[config.mk]
export PLATFORM = sky130hd
export DESIGN_NAME = dvp_tx_flat
export DESIGN_NICKNAME = d
export VERILOG_FILES = /design/src/rtl/dvp_tx_if.sv /design/src/rtl/dvp_tx.sv /design/src/flat_wrapper.sv
export SDC_FILE = /design/constraint.sdc
export NUM_CORES = 1
export LEC_CHECK = 0
export BUFFER_PORTS_ARGS = -buffer_cell sky130_fd_sc_hd__buf_2
export CAP_MARGIN = 15
export CORE_MARGIN = 2
export CORE_UTILIZATION = 60
export CTS_BUF_LIST = sky130_fd_sc_hd__clkbuf_4
export CTS_CLUSTER_DIAMETER = 200
export DETAILED_ROUTE_END_ITERATION = 10
export GPL_ROUTABILITY_DRIVEN = 0
export PLACE_DENSITY = 0.83
export SLEW_MARGIN = 20
export SYNTH_ARGS = -nofsm -noshare
export SYNTH_HDL_FRONTEND = slang
export SYNTH_SLANG_ARGS = --single-unit
export TNS_END_PERCENT = 10
[constraint.sdc]
create_clock -name dvp_clk -period 3.6 [get_ports dvp_clk]
set_input_delay 0.36 -clock dvp_clk [delete_from_list [all_inputs] [get_ports dvp_clk]]
set_output_delay 0.36 -clock dvp_clk [all_outputs]
set_load 0.01 [all_outputs]
[src/rtl/dvp_tx_if.sv]
// Pixel-stream input and DVP byte-stream output bundle for dvp_tx.
// slave = the transmitter; master = the pixel source / DVP observer.
interface dvp_tx_if;
  logic [23:0] pix_data;
  logic        pix_sof;
  logic        pix_valid;
  logic        pix_ready;
  logic [7:0]  dvp_pixel;
  logic        dvp_href;
  logic        dvp_vsync;
  logic        underrun;
  logic        sync_err;

  modport master (
    output pix_data, pix_sof, pix_valid,
    input  pix_ready, dvp_pixel, dvp_href, dvp_vsync, underrun, sync_err
  );

  modport slave (
    input  pix_data, pix_sof, pix_valid,
    output pix_ready, dvp_pixel, dvp_href, dvp_vsync, underrun, sync_err
  );
endinterface

[src/rtl/dvp_tx.sv]
// DVP source: RGB888 valid/ready stream in, RGB565 bytes (high byte first) out,
// with generated vsync/href frame timing. All outputs are registered.
module dvp_tx #(
  parameter int unsigned H_ACTIVE    = 640,
  parameter int unsigned H_BLANK     = 144,
  parameter int unsigned V_ACTIVE    = 480,
  parameter int unsigned VSYNC_LINES = 3,
  parameter int unsigned VBP_LINES   = 17,
  parameter int unsigned VFP_LINES   = 10
) (
  input  logic     dvp_clk,
  input  logic     rst,
  input  logic     en,
  dvp_tx_if.slave  bus
);

  localparam int unsigned LineLen = 2 * H_ACTIVE + H_BLANK;
  localparam int unsigned Max01   = (VSYNC_LINES > VBP_LINES) ? VSYNC_LINES : VBP_LINES;
  localparam int unsigned Max23   = (V_ACTIVE > VFP_LINES) ? V_ACTIVE : VFP_LINES;
  localparam int unsigned MaxLines = (Max01 > Max23) ? Max01 : Max23;
  localparam int unsigned HW = $clog2(LineLen);
  localparam int unsigned VW = $clog2(MaxLines + 1);

  localparam logic [HW-1:0] HLast    = HW'(LineLen - 1);
  localparam logic [HW-1:0] HActEnd  = HW'(2 * H_ACTIVE);
  localparam logic [HW-1:0] HActOdd  = HW'(2 * H_ACTIVE - 1);
  localparam logic [VW-1:0] VsLast   = VW'(VSYNC_LINES - 1);
  localparam logic [VW-1:0] VbpLast  = VW'((VBP_LINES > 0) ? VBP_LINES - 1 : 0);
  localparam logic [VW-1:0] VactLast = VW'(V_ACTIVE - 1);
  localparam logic [VW-1:0] VfpLast  = VW'(VFP_LINES - 1);

  typedef enum logic [2:0] {StIdle, StVsync, StVbp, StActive, StVfp} state_e;

  state_e        state_q, state_d;
  logic [HW-1:0] h_q, h_d;
  logic [VW-1:0] v_q, v_d;
  logic [VW-1:0] v_last;
  logic          line_end, state_end, pre_active;
  logic [7:0]    pixel_q, pixel_d, lo_q, lo_d;
  logic          href_q, href_d, vsync_q, vsync_d, ready_q, ready_d;
  logic          underrun_q, underrun_d, sync_err_q, sync_err_d, first_q, first_d;
  logic          unused_lsb;

  assign unused_lsb = ^{bus.pix_data[18:16], bus.pix_data[9:8], bus.pix_data[2:0]};

  always_comb begin
    state_d  = state_q;
    h_d      = h_q;
    v_d      = v_q;
    line_end = (h_q == HLast);
    case (state_q)
      StVsync:  v_last = VsLast;
      StVbp:    v_last = VbpLast;
      StActive: v_last = VactLast;
      StVfp:    v_last = VfpLast;
      default:  v_last = '0;
    endcase
    state_end = line_end && (v_q == v_last);

    if (state_q == StIdle) begin
      if (en) state_d = StVsync;
    end else begin
      h_d = line_end ? '0 : h_q + 1'b1;
      if (line_end) v_d = state_end ? '0 : v_q + 1'b1;
      if (state_end) begin
        case (state_q)
          StVsync:  state_d = (VBP_LINES > 0) ? StVbp : StActive;
          StVbp:    state_d = StActive;
          StActive: state_d = StVfp;
          StVfp:    state_d = en ? StVsync : StIdle;
          default:  state_d = StIdle;
        endcase
      end
    end
  end

  // Outputs are derived from the next position so they line up with it once registered.
  always_comb begin
    pre_active = (h_d == HLast) &&
                 ((state_d == StVbp && v_d == VbpLast) ||
                  (VBP_LINES == 0 && state_d == StVsync && v_d == VsLast) ||
                  (state_d == StActive && v_d != VactLast));
    ready_d    = pre_active || (state_d == StActive && h_d[0] && h_d < HActOdd);
    href_d     = (state_d == StActive) && (h_d < HActEnd);
    vsync_d    = (state_d == StVsync);
    underrun_d = ready_q && !bus.pix_valid;
    sync_err_d = ready_q && bus.pix_valid && (bus.pix_sof != first_q);

    first_d = first_q;
    if (ready_q) first_d = 1'b0;
    else if (state_d == StVsync) first_d = 1'b1;

    lo_d    = lo_q;
    pixel_d = 8'h00;
    if (ready_q) begin
      pixel_d = bus.pix_valid ? {bus.pix_data[23:19], bus.pix_data[15:13]} : 8'h00;
      lo_d    = bus.pix_valid ? {bus.pix_data[12:10], bus.pix_data[7:3]} : 8'h00;
    end else if (href_d) begin
      pixel_d = lo_q;
    end
  end

  always_ff @(posedge dvp_clk or posedge rst) begin
    if (rst) begin
      state_q    <= StIdle;
      h_q        <= '0;
      v_q        <= '0;
      pixel_q    <= 8'h00;
      lo_q       <= 8'h00;
      href_q     <= 1'b0;
      vsync_q    <= 1'b0;
      ready_q    <= 1'b0;
      underrun_q <= 1'b0;
      sync_err_q <= 1'b0;
      first_q    <= 1'b0;
    end else begin
      state_q    <= state_d;
      h_q        <= h_d;
      v_q        <= v_d;
      pixel_q    <= pixel_d;
      lo_q       <= lo_d;
      href_q     <= href_d;
      vsync_q    <= vsync_d;
      ready_q    <= ready_d;
      underrun_q <= underrun_d;
      sync_err_q <= sync_err_d;
      first_q    <= first_d;
    end
  end

  assign bus.pix_ready = ready_q;
  assign bus.dvp_pixel = pixel_q;
  assign bus.dvp_href  = href_q;
  assign bus.dvp_vsync = vsync_q;
  assign bus.underrun  = underrun_q;
  assign bus.sync_err  = sync_err_q;

endmodule

[src/flat_wrapper.sv]
// flat-port wrapper written by rule: the top's interface ports become plain ports
module dvp_tx_flat 
#(
  parameter int unsigned H_ACTIVE    = 640,
  parameter int unsigned H_BLANK     = 144,
  parameter int unsigned V_ACTIVE    = 480,
  parameter int unsigned VSYNC_LINES = 3,
  parameter int unsigned VBP_LINES   = 17,
  parameter int unsigned VFP_LINES   = 10
)
  (dvp_clk, rst, en, bus_pix_data, bus_pix_sof, bus_pix_valid, bus_pix_ready, bus_dvp_pixel, bus_dvp_href, bus_dvp_vsync, bus_underrun, bus_sync_err);
  dvp_tx_if bus_i ();
  input  logic dvp_clk;
  input  logic rst;
  input  logic en;
  input wire logic [$bits(bus_i.pix_data)-1:0] bus_pix_data;
  input wire logic [$bits(bus_i.pix_sof)-1:0] bus_pix_sof;
  input wire logic [$bits(bus_i.pix_valid)-1:0] bus_pix_valid;
  output wire logic [$bits(bus_i.pix_ready)-1:0] bus_pix_ready;
  output wire logic [$bits(bus_i.dvp_pixel)-1:0] bus_dvp_pixel;
  output wire logic [$bits(bus_i.dvp_href)-1:0] bus_dvp_href;
  output wire logic [$bits(bus_i.dvp_vsync)-1:0] bus_dvp_vsync;
  output wire logic [$bits(bus_i.underrun)-1:0] bus_underrun;
  output wire logic [$bits(bus_i.sync_err)-1:0] bus_sync_err;
  assign bus_i.pix_data = bus_pix_data;
  assign bus_i.pix_sof = bus_pix_sof;
  assign bus_i.pix_valid = bus_pix_valid;
  assign bus_pix_ready = bus_i.pix_ready;
  assign bus_dvp_pixel = bus_i.dvp_pixel;
  assign bus_dvp_href = bus_i.dvp_href;
  assign bus_dvp_vsync = bus_i.dvp_vsync;
  assign bus_underrun = bus_i.underrun;
  assign bus_sync_err = bus_i.sync_err;
  dvp_tx #(.H_ACTIVE(H_ACTIVE), .H_BLANK(H_BLANK), .V_ACTIVE(V_ACTIVE), .VSYNC_LINES(VSYNC_LINES), .VBP_LINES(VBP_LINES), .VFP_LINES(VFP_LINES)) u_core (.dvp_clk(dvp_clk), .rst(rst), .en(en), .bus(bus_i));
endmodule
# == Word level (Yosys, flattened, before mapping) ==
# Cells that the tools add are included.
# word_totals
regBits,45
inputBits,29
n_memories,0
mem_bits_ro,0
latch_bits,0
out_inout_bits,13
mem_bits_rw,0
word_cells,60
# classes
magnitude_cmp,2
reduce_logical,15
add_sub_neg,2
n_eq_ne,13
shifts,0
mux,17
multipliers,0
div_mod_pow,0
bitwise,0
# ops
op,count
$pmux 9 s4,1
$mux 8,4
$mux 9,3
$eq 11x11->1 const B,2
$lt 11x11->1 const B,2
$mux 11,2
$eq 3x2->1 const B,4
$pmux 3 s4,1
$add 11x1->11 const B,1
$logic_and 1x1->1,10
$add 9x1->9 const B,1
$eq 9x5->1 const B,1
$eq 9x9->1,1
$mux 3,3
$ne 9x9->1 const B,1
$eq 3x1->1 const B,2
$eq 3x3->1 const B,1
$logic_not 3->1,1
$mux 1,3
$logic_or 1x1->1,2
$reduce_bool 2->1,1
$logic_not 1->1,1
$ne 1x1->1,1

# == Depth between registers and ports, before layout ==
# logic_depth
ltp_word,12
depth_mapped,10
ltp_nobuf,10

# == Least setup slack after synthesis ==
# No wires, ideal clock.
# synth_timing
kind,register -> register
startpoint,register u_core.h_q[0]
endpoint,register u_core.ready_q (netlist: u_core.bus.pix_ready)
path_stages_with_launch,10
t_arrival_ps,2287
path_buffers,1
period_less_slack_ps,2426
t_required_ps,3461
setup_time_ps,139
setup_slack_ps,1174
cell_sequence,dfrtp_1 ha_1 o31ai_4 or4_1 clkbuf_1 nor4_1 o21ai_0 a211oi_1 and4_1 o31ai_1
# synth_between
elab_chain_len,10
word_cells_on_any_way,23
classes_between,1 x add/sub; 1 x order compare; 6 x eq/ne; 7 x mux; 8 x reduce/logical
# synth_lines
item,line_no,rtl
"start, declared",dvp_tx.sv:35,"logic [HW-1:0] h_q, h_d;"
"start signal, assigned",dvp_tx.sv:106,h_q <= '0;
"start signal, assigned",dvp_tx.sv:118,h_q <= h_d;
"parallel branches: the longest is 9 deep, another holds $add 11x1->11",n/a,
$logic_or 1x1->1 (*),dvp_tx.sv:83,ready_d = pre_active || (state_d == StActive && h_d[0] && h_d < HActOdd);
named net u_core.ready_d,dvp_tx.sv:40,"logic href_q, href_d, vsync_q, vsync_d, ready_q, ready_d;"
"end signal, assigned",dvp_tx.sv:124,ready_q <= ready_d;
"end, declared",dvp_tx.sv:40,
# Mark *: on every way through the listed nets, which the timed path passes.
# A chain may end at the register's enable or synchronous reset.

# == Worst setup path after layout ==
# layout_timing
startpoint,register u_core.state_q[0]
endpoint,register u_core.ready_q (netlist: u_core.bus.pix_ready)
# layout_between
elab_chain_len,12
word_cells_on_any_way,29
classes_between,1 x order compare; 10 x eq/ne; 9 x mux; 9 x reduce/logical
# layout_lines
item,line_no,rtl
"start, declared",dvp_tx.sv:34,"state_e state_q, state_d;"
"start signal, assigned",dvp_tx.sv:105,state_q <= StIdle;
"start signal, assigned",dvp_tx.sv:117,state_q <= state_d;
$eq 3x3->1 (tied with other cells),"dvp_tx.sv:51, dvp_tx.sv:66",
$pmux 9 s4,dvp_tx.sv:51,case (state_q)
$eq 9x9->1,dvp_tx.sv:58,state_end = line_end && (v_q == v_last);
$logic_and 1x1->1,dvp_tx.sv:58,
$mux 9 (2 in a row),dvp_tx.sv:64,if (line_end) v_d = state_end ? '0 : v_q + 1'b1;
$mux 9,dvp_tx.sv:60,if (state_q == StIdle) begin
$eq 9x5->1 or $ne 9x9->1 (tied branches),"dvp_tx.sv:80, dvp_tx.sv:82",
$logic_and 1x1->1 (on tied branches),"dvp_tx.sv:80, dvp_tx.sv:82",
$logic_or 1x1->1,dvp_tx.sv:81,(VBP_LINES == 0 && state_d == StVsync && v_d == VsLast) ||
$logic_and 1x1->1,dvp_tx.sv:79,pre_active = (h_d == HLast) &&
$logic_or 1x1->1 (*),dvp_tx.sv:83,
named net u_core.ready_d,dvp_tx.sv:40,
# Mark *: on every way through the listed nets, which the timed path passes. The rest lies on a longest branch.

==> results.txt <==
Most common library cell in the layout ignoring fill and taps -> dfrtp_1
Max Clock Freq -> 343 MHz
Core area -> 4000 µm²
CP max-delay cell -> dfrtp_1
Num CTS Buffers -> 5
Worst r2r path cells -> 8
Antenna cell count -> 0
Residual DRC count -> 0
Critical path depth -> 8
Hold crit path type -> primary input to asynchronous set/reset pin
Clock skew -> 0.0109 ns
Setup repair bufs after CTS -> 0
Max clock buf depth -> 2
Crit path largest cell delay -> 0.57 ns
Worst-Margin Slew -> 0.925 ns
Most used DFF post-synth -> dfrtp_1
Post-route ant nets -> 0
Unrepaired setup endpoints after global routing -> no
Synth-to-Final Area Change -> 9.17%
Overall global routing resource usage -> 24.4%
Vias in the first global route -> 1976
Worst Setup EP -> u_core.bus.pix_ready
CP required -> 3.85 ns
Final setup viols -> 0
CP cell instances -> o31ai_4, or4_1, buf_4, nand2_1, mux2_2, or4b_1, o311ai_0, o31ai_1
Worst-path clk slew -> 0.14 ns
YS warnings -> 0
Die area -> 4720 µm²
Post-Syn Instances -> 271
Critical path capture point type -> flip-flop
Worst Path Buf+Inv -> 1
CTS tree -> built
Avg Inst Size Synth -> 9.27 µm²
WL per Instance -> 15.6 µm
I/O pin total -> 42
Yosys cell types -> 57
Die Span Y -> 68.7 µm
DRT Pass-1 Iters -> 4
First-pass GRT wire length -> 8710 µm
Layout net count -> 328
Crit path max-delay family -> compound AO/OA/AOI/OAI gates
Setup_tns -> 0 ns
Net count after synthesis -> 302
DP HPWL -> 4000 µm
Critical Path Start Type -> flip-flop
FF+latch count, synth -> 45
Initial antenna violation count -> 0
Commonest cells after routing, fill and taps aside -> dfrtp_1 (45), buf_2 (33), nand2_1 (31), nor2_1 (22), nand3_1 (19)
# rows -> 23
Synthesized area -> 2510 µm²
Routed vias -> 2105
P per Cell Area -> 288 nW/µm²
Clock Sinks -> 45
Critical path type -> flip-flop to flip-flop
Worst R2R Setup Slack -> 0.68 ns
Htree depth -> 2
Crit. Startpoint -> u_core.state_q[0]
Maximum VDD drop -> 0.235 mV
Status -> complete, no violations
Share of layout cells above drive strength 1 -> 19.5%
Ys async rst share -> 100%
Final wirelength -> 5450 µm
Post_cts resized -> 0
Final Cycle Share -> 81.1%
Clock latency on the worst-skew pair -> 0.36 ns
Final slew viol count -> 0
Sequential element share of the synthesized area -> 44.8%
GRT overflow -> 0
Port Buffers -> 33
Reg2reg end -> u_core.bus.pix_ready
Drt first-iter violations -> 146
Via/cell ratio -> 6.05
Pleak -> 1.25 nW
CP Max Fanout -> 13
Tmin final -> 2.92 ns
Relative slew slack -> 38.2%
Worst r2r src -> u_core.state_q[0]
Largest net degree at the start of global routing -> 46
Clk root buf -> clkbuf_4
Fin Hold WS -> 0.183 ns
Max cap viols -> 0
Hold_buf cts -> 0
Initial core utilization -> 62.8%
Final Hold Violating Endpoints -> 0
Arrival @ worst endpoint -> 3.16 ns
Chip width -> 68.7 µm
EDFF count, synth -> 0
Fill count -> 318
[state kept, by name (all words and copies together) (netlist names)]
| name | count |
|---|---|
| u_core.bus.dvp_href | 1 |
| u_core.bus.dvp_pixel | 8 |
| u_core.bus.dvp_vsync | 1 |
| u_core.bus.pix_ready | 1 |
| u_core.bus.sync_err | 1 |
| u_core.bus.underrun | 1 |
| u_core.first_q | 1 |
| u_core.h_q | 11 |
| u_core.lo_q | 8 |
| u_core.state_q | 3 |
| u_core.v_q | 9 |
[through the flow]
stage	cell area (µm²)	power, W	utilization (%)	cells	worst slack [ns]
finish	2740	0.000790	68.5	348	0.681
floorplan	2510	0.000534	-	271	1.17
global placement	2680	0.000548	67.0	340	0.806
CTS	2740	0.000795	68.5	348	0.686
detailed placement	2680	0.000549	67.0	340	0.714
global route	2740	0.000824	68.5	348	0.535
[cell usage after synthesis, drive strengths merged (6+ instances only)]
| cell | n | area (µm²) |
|---|---|---|
| nor4 | 7 | 50.1 |
| nor2 | 22 | 82.6 |
| nand2 | 31 | 116 |
| o21ai | 12 | 60.1 |
| nor3 | 9 | 60.1 |
| nand4 | 6 | 37.5 |
| nand3 | 19 | 95.1 |
| inv | 11 | 41.3 |
| dfrtp | 45 | 1130 |
| xnor2 | 12 | 105 |
| nand2b | 13 | 81.3 |
| clkbuf | 13 | 48.8 |
[final cells by class]
cell class / count / area (µm²) / area share [%]
multi-input combinational: 199 / 1270 / 46.4
tap: 50 / 62.6 / 2.28
clock buffer: 6 / 45.0 / 1.64
timing repair buffer: 35 / 180 / 6.57
clock inverter: 2 / 15.0 / 0.548
sequential: 45 / 1130 / 41.1
inverter: 11 / 41.3 / 1.51
[power breakdown]
group	switching [W]	leakage (nW)	internal, W
combinational	0.0000176	0.631	0.00000996
sequential	0.00000155	0.590	0.000510
clock	0.000167	0.0279	0.0000840
total	0.000186	1.25	0.000604
[worst min-delay path by stage]
stage / end / depth (start not counted)
after global placement: u_core.lo_q[2] / 2
after CTS: u_core.bus.dvp_pixel[0] / 3
final: u_core.bus.dvp_pixel[1] / 2
after global routing: u_core.bus.dvp_pixel[1] / 3
after floorplan: u_core.lo_q[0] / 2
after detailed placement: u_core.lo_q[6] / 2
[metal layers]
| layer | up-vias | routed length (µm) | global-route usage (%) |
|---|---|---|---|
| li1 | 1020 | - | - |
| met1 | 1035 | 2410 | 31.4 |
| met2 | 48 | 2810 | 41.6 |
| met3 | 2 | 224 | 6.33 |
| met4 | 0 | 8 | 4.90 |
| met5 | - | 0 | 0 |
[cells by family (layout without fill, tap and decap cells)]
| group | after synthesis | after routing | share of synthesized area, % |
|---|---|---|---|
| AOI/OAI and AO/OA | 51 | 51 | 15.8 |
| xor gates and xnor gates | 17 | 17 | 5.93 |
| adders and majority gates | 2 | 2 | 0.996 |
| buffers and inverters | 27 | 54 | 4.53 |
| DFF | 45 | 45 | 44.8 |
| muxes | 3 | 3 | 1.35 |
| and+or+nand+nor | 126 | 126 | 26.5 |
(Power assumes the default switching activity.)
